`src/rtl/prio_arb_pkg.sv`:
```
// Shared types and defaults for the priority arbiter.
//   state_e : arbiter FSM states (2 bits)
//   N, IDW  : default requester count and index width
//   MAX_HOLD: default maximum grant length in cycles
//   onehot(): binary index -> one-hot grant vector
package prio_arb_pkg;

   localparam int unsigned N        = 8;
   localparam int unsigned IDW      = $clog2(N);
   localparam int unsigned MAX_HOLD = 16;

   typedef enum logic [1:0] {
      StIdle    = 2'd0,
      StGrant   = 2'd1,
      StRelease = 2'd2
   } state_e;

   function automatic logic [N-1:0] onehot(input logic [IDW-1:0] idx);
      onehot      = '0;
      onehot[idx] = 1'b1;
   endfunction

endpackage

```
`src/rtl/prio_arbiter_if.sv`:
```
// Request/grant bus between the requesters and the arbiter.
//   req, done                            : driven by requesters (master)
//   gnt, gnt_id, gnt_valid, timeout      : driven by the arbiter (slave)
interface prio_arbiter_if;
   import prio_arb_pkg::*;

   logic [N-1:0]   req;
   logic           done;
   logic [N-1:0]   gnt;
   logic [IDW-1:0] gnt_id;
   logic           gnt_valid;
   logic           timeout;

   modport master (
      output req, done,
      input  gnt, gnt_id, gnt_valid, timeout
   );

   modport slave (
      input  req, done,
      output gnt, gnt_id, gnt_valid, timeout
   );

endinterface

```
`src/rtl/prio_pick.sv`:
```
// Combinational rotating-priority picker.
//   req_i    : request vector
//   start_i  : index with the highest priority; priority falls with decreasing index, wrapping
//              from 0 to N-1, so start_i+1 ranks lowest
//   any_o    : at least one request present
//   win_id_o : index of the winning request (0 when none)
module prio_pick
   import prio_arb_pkg::*;
(
   input  logic [N-1:0]   req_i,
   input  logic [IDW-1:0] start_i,
   output logic           any_o,
   output logic [IDW-1:0] win_id_o
);

   int             idx;
   logic [IDW-1:0] idx_l;

   assign any_o = |req_i;

   // Walk from lowest to highest priority so the last hit is the winner.
   always_comb begin
      win_id_o = '0;
      idx      = 0;
      idx_l    = '0;
      for (int k = int'(N) - 1; k >= 0; k--) begin
         idx   = (int'(start_i) - k + int'(N)) % int'(N);
         idx_l = IDW'(idx);
         if (req_i[idx_l]) begin
            win_id_o = idx_l;
         end
      end
   end

endmodule

```
`src/rtl/prio_arbiter.sv`:
```
// Single-owner arbiter for a shared resource.
//   clk : clock, all logic on posedge
//   rst : synchronous active-high reset
//   bus : prio_arbiter_if.slave -- req/done in, registered gnt/gnt_id/gnt_valid/timeout out
// A grant is held until done, owner withdrawal, or MaxHold cycles (timeout pulse). Each grant
// is followed by exactly one cycle with no grant before the next owner is picked.
// Build option: define PRIO_ARBITER_ROUND_ROBIN_EN for rotating priority (last owner ranks
// lowest); otherwise fixed priority with bit N-1 highest.
module prio_arbiter
   import prio_arb_pkg::*;
#(
   parameter int unsigned MaxHold = MAX_HOLD
) (
   input logic            clk,
   input logic            rst,
   prio_arbiter_if.slave  bus
);

   localparam int unsigned HoldW = $clog2(MaxHold);

   state_e             state_q, state_d;
   logic [HoldW-1:0]   hold_cnt_q, hold_cnt_d;
   logic [N-1:0]       gnt_q, gnt_d;
   logic [IDW-1:0]     gnt_id_q, gnt_id_d;
   logic               gnt_valid_q, gnt_valid_d;
   logic               timeout_q, timeout_d;

   logic               pick_any;
   logic [IDW-1:0]     pick_id;
   logic [IDW-1:0]     pick_start;
   logic               exit_done, exit_wd, exit_to, exit_any;

`ifdef PRIO_ARBITER_ROUND_ROBIN_EN
   logic [IDW-1:0]     last_id_q, last_id_d;

   // Start the search one below the last owner so it ranks lowest.
   assign pick_start = (last_id_q == '0) ? IDW'(N - 1) : last_id_q - 1'b1;
`else
   assign pick_start = IDW'(N - 1);
`endif

   prio_pick u_pick (
      .req_i    (bus.req),
      .start_i  (pick_start),
      .any_o    (pick_any),
      .win_id_o (pick_id)
   );

   assign exit_done = bus.done;
   assign exit_wd   = ~bus.req[gnt_id_q];
   assign exit_to   = (hold_cnt_q == HoldW'(MaxHold - 1));
   assign exit_any  = exit_done | exit_wd | exit_to;

   // Next state. The RELEASE cycle itself never grants; a waiting request is picked on the edge
   // that ends it so successive owners are separated by exactly one empty cycle.
   always_comb begin
      state_d = state_q;
      unique case (state_q)
         StIdle, StRelease: state_d = pick_any ? StGrant : StIdle;
         StGrant:           if (exit_any) state_d = StRelease;
         default:           state_d = StIdle;
      endcase
   end

   // Next values of the registered outputs and counters.
   always_comb begin
      hold_cnt_d  = '0;
      gnt_d       = gnt_q;
      gnt_id_d    = gnt_id_q;
      gnt_valid_d = gnt_valid_q;
      timeout_d   = 1'b0;
`ifdef PRIO_ARBITER_ROUND_ROBIN_EN
      last_id_d   = last_id_q;
`endif
      unique case (state_q)
         StGrant: begin
            if (exit_any) begin
               gnt_d       = '0;
               gnt_valid_d = 1'b0;
               // Timeout is only flagged when the hold limit is the sole reason to leave.
               timeout_d   = exit_to & ~exit_done & ~exit_wd;
`ifdef PRIO_ARBITER_ROUND_ROBIN_EN
               last_id_d   = gnt_id_q;
`endif
            end else begin
               hold_cnt_d = hold_cnt_q + 1'b1;
            end
         end
         default: begin
            if (pick_any) begin
               gnt_d       = onehot(pick_id);
               gnt_id_d    = pick_id;
               gnt_valid_d = 1'b1;
            end else begin
               gnt_d       = '0;
               gnt_valid_d = 1'b0;
            end
         end
      endcase
   end

   always_ff @(posedge clk) begin
      if (rst) begin
         state_q     <= StIdle;
         hold_cnt_q  <= '0;
         gnt_q       <= '0;
         gnt_id_q    <= '0;
         gnt_valid_q <= 1'b0;
         timeout_q   <= 1'b0;
`ifdef PRIO_ARBITER_ROUND_ROBIN_EN
         last_id_q   <= '0;
`endif
      end else begin
         state_q     <= state_d;
         hold_cnt_q  <= hold_cnt_d;
         gnt_q       <= gnt_d;
         gnt_id_q    <= gnt_id_d;
         gnt_valid_q <= gnt_valid_d;
         timeout_q   <= timeout_d;
`ifdef PRIO_ARBITER_ROUND_ROBIN_EN
         last_id_q   <= last_id_d;
`endif
      end
   end

   assign bus.gnt       = gnt_q;
   assign bus.gnt_id    = gnt_id_q;
   assign bus.gnt_valid = gnt_valid_q;
   assign bus.timeout   = timeout_q;

endmodule
```
`src/flat_wrapper.sv`:
```
// flat-port wrapper written by rule: the top's interface ports become plain ports
module prio_arbiter_flat import prio_arb_pkg::*;
#(
   parameter int unsigned MaxHold = MAX_HOLD
)
  (clk, rst, bus_req, bus_done, bus_gnt, bus_gnt_id, bus_gnt_valid, bus_timeout);
  prio_arbiter_if bus_i ();
  input logic clk;
  input logic rst;
  input wire logic [$bits(bus_i.req)-1:0] bus_req;
  input wire logic [$bits(bus_i.done)-1:0] bus_done;
  output wire logic [$bits(bus_i.gnt)-1:0] bus_gnt;
  output wire logic [$bits(bus_i.gnt_id)-1:0] bus_gnt_id;
  output wire logic [$bits(bus_i.gnt_valid)-1:0] bus_gnt_valid;
  output wire logic [$bits(bus_i.timeout)-1:0] bus_timeout;
  assign bus_i.req = bus_req;
  assign bus_i.done = bus_done;
  assign bus_gnt = bus_i.gnt;
  assign bus_gnt_id = bus_i.gnt_id;
  assign bus_gnt_valid = bus_i.gnt_valid;
  assign bus_timeout = bus_i.timeout;
  prio_arbiter #(.MaxHold(MaxHold)) u_core (.clk(clk), .rst(rst), .bus(bus_i));
endmodule
```
`config.mk`:
```
export PLATFORM = sky130hd
export DESIGN_NAME = prio_arbiter_flat
export DESIGN_NICKNAME = d
export VERILOG_FILES = /design/src/rtl/prio_arb_pkg.sv /design/src/rtl/prio_arbiter_if.sv /design/src/rtl/prio_pick.sv /design/src/rtl/prio_arbiter.sv /design/src/flat_wrapper.sv
export SDC_FILE = /design/constraint.sdc
export NUM_CORES = 1
export LEC_CHECK = 0
export ABC_AREA = 0
export CAP_MARGIN = 25
export CORE_MARGIN = 3
export CORE_UTILIZATION = 50
export DETAILED_ROUTE_END_ITERATION = 16
export PLACE_DENSITY = 0.73
export SLEW_MARGIN = 20
export SYNTH_ARGS = -nofsm -noshare
export SYNTH_HDL_FRONTEND = slang
export SYNTH_HIERARCHICAL = 1
export SYNTH_SLANG_ARGS = --single-unit
```
`constraint.sdc`:
```
create_clock -name clk -period 2.9 [get_ports clk]
set_clock_uncertainty 0.15 [all_clocks]
set_input_delay 0.58 -clock clk [delete_from_list [all_inputs] [get_ports clk]]
set_output_delay 0.58 -clock clk [all_outputs]
set_load 0.01 [all_outputs]
```
==> results.md, run 1 <==
Die:
- In this run the core area contains 21 standard-cell rows.
- The floorplan step set the die height to 65.57 um.
- In this run the horizontal extent of the chip is 65.57 um.
- The die covers 4299 um2.
- The region available for standard cell placement spans 3390 um2.
- The starting density of the core is 52.34%.
- The top-level I/O count is 24.

Synthesis:
- After synthesis the netlist holds a flip-flop and latch count of 19.
- The proportion of netlist area held by the largest area contributor is 21.44%.
- After synthesis, the netlist uses 49 different library cells.
- Ranked by total cell area, the synthesized netlist is headed by sky130_fd_sc_hd__dfxtp_1 (21%), sky130_fd_sc_hd__mux4_2 (15%), sky130_fd_sc_hd__mux2_2 (5.7%).
- The cell taking the most area after synthesis is sky130_fd_sc_hd__dfxtp_1.
- The total number of yosys warnings is 6.
- A synthesized cell averages 9.590 um2.
- After technology mapping, the gate count stands at 185.
- The async set-reset flop share out of synthesis is 0%.
- The combined area of all synthesized cells is 1774 um2.
- The synthesized design contains 0 enable-type register cells.
- Sequential elements use 21.44% of the synthesized area.
- For this run, the leading register cell type out of synthesis is sky130_fd_sc_hd__dfxtp_1.

Timing:
- In this run the tightest slew margin relative to its limit is 47.39%.
- The number of pins with negative max-slew slack in the final report came to 0.
- The maximum clock frequency is 353.9 MHz.
- Setup repair after global routing could not meet its margin everywhere.
- The sum of negative setup slack is 0 ns.
- At the pin with the least slew margin, the transition time is 0.7891 ns.
- The setup violation total in the final timing report is 0.
- The clock period minus worst slack is 2.825 ns.
- Setup slack on the critical path of the routed design comes to 0.07473 ns.
- The final clock period utilization by the worst path is 97.42%.
- The final number of hold-violating endpoints was 0.

Clocking:
- The clock reaches the later pin of the worst-skew pair after 0.29 ns.
- The number of buffers added to fix hold violations after cts is 0.
- The clock-pin transition on the worst setup and hold timing paths is 0.10 ns.
- Clock tree synthesis inserted a total of 3 buffers.
- The total number of H-tree levels is 1.
- The clock tree root buffer cell is sky130_fd_sc_hd__clkbuf_4.
- The worst-case clock buffer depth is 2.
- CTS saw 19 sinks.
- The clock tree from TritonCTS is done.

GRT:
- The global-route usage over all layers is 23.40%.
- The number of antenna violations at the first check in global routing is 0.
- The global routing stage identified its most utilized layer as met2.
- Entering global routing, the biggest net connects 20 pins.
- The met1 track demand over resource is 30.48%.
- The first global-routing pass estimated 7.935 mm of wire.
- The total grt overflow is 0.
- The met3 usage in global routing is 3.077%.
- The met2 global-route usage is 41.97%.
- The number of global-route vias before repair came to 1665.

Cells and area:
- The repair_antennas step left the layout with diodes totalling 0.
- The total number of nets in the final design is 246.
- The final standard cell area without fillers is 2237 um2.
- The number of inserted filler cells in the final layout is 272.
- Of the cells placed in the final design, the portion with a size suffix greater than 1 is 27.27%.
- The area added between synthesis and finish is 26.09%.
- The library cells used most frequently in the layout, excluding fill and tap cells, are sky130_fd_sc_hd__clkdlybuf4s50_1 (22), sky130_fd_sc_hd__buf_4 (22), sky130_fd_sc_hd__dfxtp_1 (19).

Placement:
- During placement, the flow inserted port buffers numbering 23.
- The placed instances occupy a cell area of 2162 um2.
- At the placement stage, the worst setup path has a slack of -0.2860 ns.
- The estimated wirelength of the detail-placed design is 3.518 mm.
- The last weighted congestion value of the routability-driven placer is 0.9201.

Route:
- The total iterations of the first detailed-routing run is 4.
- For this block, the initial DRC count from the detailed router was 91.
- The routed via count is 1730.
- The count of nets left with antenna violations once routing finished came out at 0.
- Dividing the detail-routed via count by the number of cells gives 6.245.
- The average wire length per cell after detail routing is 17.17 um.
- The sum of routed wire length over all layers is 4.756 mm.
- For this run, design rule violations remaining after detail routing come to 0.

Setup path:
- The worst register-to-register path has a depth of 3.
- The type of element capturing the critical path is a flip-flop.
- The arrival time of data at the critical path endpoint is 2.89 ns.
- The data required time at the worst endpoint is 2.96 ns.
- The critical path in this run is classified as in2reg.
- The worst setup path is launched from an input pin.
- In this run the worst path has a maximum fanout of 6.

Power:
- VDD sags by at most 0.0003369 V.
- The leakage power figure is 0.8537 nW.
- The power per unit of standard cell area is 392.5 nW/um2.

Min path:
- The classification of the worst-slack hold path is reg2reg.
- The worst hold path was traced through 2 stages.

Run status:
- The flow ran to the end, and the final reports show no timing, DRC or antenna violations.

Run:
- The max-capacitance violation count is 0.
metrics by stage:
step	instances	total power [mW]	hold slack, ns	util [%]
6_report	277	0.8781	0.3290	66.00
2_1_floorplan	195	0.5819	0.2819	-
3_5_place_dp	271	0.7146	0.3145	63.79
5_1_grt	277	0.9309	0.3529	66.00
3_3_place_gp	271	0.6984	0.2918	63.79
4_1_cts	275	0.8455	0.3290	64.56
where the power goes:
group	leakage (nW)	switching, mW	internal [mW]
Combinational	0.684	0.229	0.217
Sequential	0.155	0.0185	0.282
Clock	0.0150	0.0782	0.0535
cell families (layout without fill, tap and decap cells):
| family | Yosys count | after routing | share of synthesized area, % |
|---|---|---|---|
| other | 1 | 11 | 0.2114 |
| DFF | 19 | 19 | 21.44 |
| AOI/OAI and AO/OA | 43 | 43 | 20.45 |
| and+or+nand+nor | 61 | 61 | 19.11 |
| xor gates and xnor gates | 6 | 6 | 2.962 |
| buffers and inverters | 20 | 56 | 6.417 |
| adders and majority gates | 3 | 3 | 2.116 |
| muxes | 32 | 32 | 27.29 |
area by class of cell:
type,count,area [um2],share of cell area [%]
clock buffer,4,26.28,1.174
inverter,7,26.28,1.174
multi-input combinational,156,1349,60.29
sequential,19,380.4,17.00
tap,46,57.56,2.573
timing repair buffer,45,397.9,17.79
Yosys cell counts (all sizes together) (5+ instances only):
cell type  count
o21ai          6
mux4          12
buf            9
nand2         11
mux2          11
inv            6
mux2i          9
nand3         16
dfxtp         19
xor2           5
o31ai         10
a21oi          7
nor4           5
critical path, stage by stage:
cell and delay, ns:
sky130_fd_sc_hd__clkdlybuf4s50_1 0.41, sky130_fd_sc_hd__mux4_2 0.53, sky130_fd_sc_hd__mux2_2 0.34, sky130_fd_sc_hd__o21ai_1 0.16, sky130_fd_sc_hd__o211ai_1 0.10, sky130_fd_sc_hd__a32oi_1 0.16
sky130_fd_sc_hd__buf_4 0.17, sky130_fd_sc_hd__nor3b_2 0.20, sky130_fd_sc_hd__nand4b_1 0.15, sky130_fd_sc_hd__o31ai_2 0.09
final timing paths:
check / from / endpoint / slack, ns
worst max-delay path: bus_req[5] / u_core/bus.gnt[4]$_SDFFE_PP0P_ / 0.07
worst min-delay path: u_core/bus.gnt[7]$_SDFFE_PP0P_ / u_core/bus.gnt[7]$_SDFFE_PP0P_ / 0.33
worst max register to register: u_core/bus.gnt_id[0]$_SDFFE_PP0P_ / u_core/bus.gnt_valid$_SDFFE_PP0P_ / 1.00
worst min register to register: u_core/bus.gnt[7]$_SDFFE_PP0P_ / u_core/bus.gnt[7]$_SDFFE_PP0P_ / 0.33
state kept, by name, summed over array words and instances (netlist names):
name	count
u_core/bus.gnt_id	3
u_core/hold_cnt_q	4
u_core/bus.gnt_valid	1
u_core/bus.gnt	8
u_core/state_q	2
u_core/bus.timeout	1
routing by layer:
metal / up-vias / routed length [um]
met4: 0 / 33
met1: 847 / 1982
met3: 4 / 254
met5: - / 0
met2: 69 / 2485
li1: 810 / -
what timing repair did:
action / 4_1_cts / 5_1_grt
resized for setup: 0 / 7
setup endpoints to repair: 0 / 8
buffers inserted: 0 / 2
Note: power is estimated with default switching activity, not from simulation.
==> run 2: changes to the inputs <==
CTS_CLUSTER_SIZE = 40   (was not set)
==> results of run 2 <==
Same layout as run 1: the final DEF is identical, and so are final timing and power.
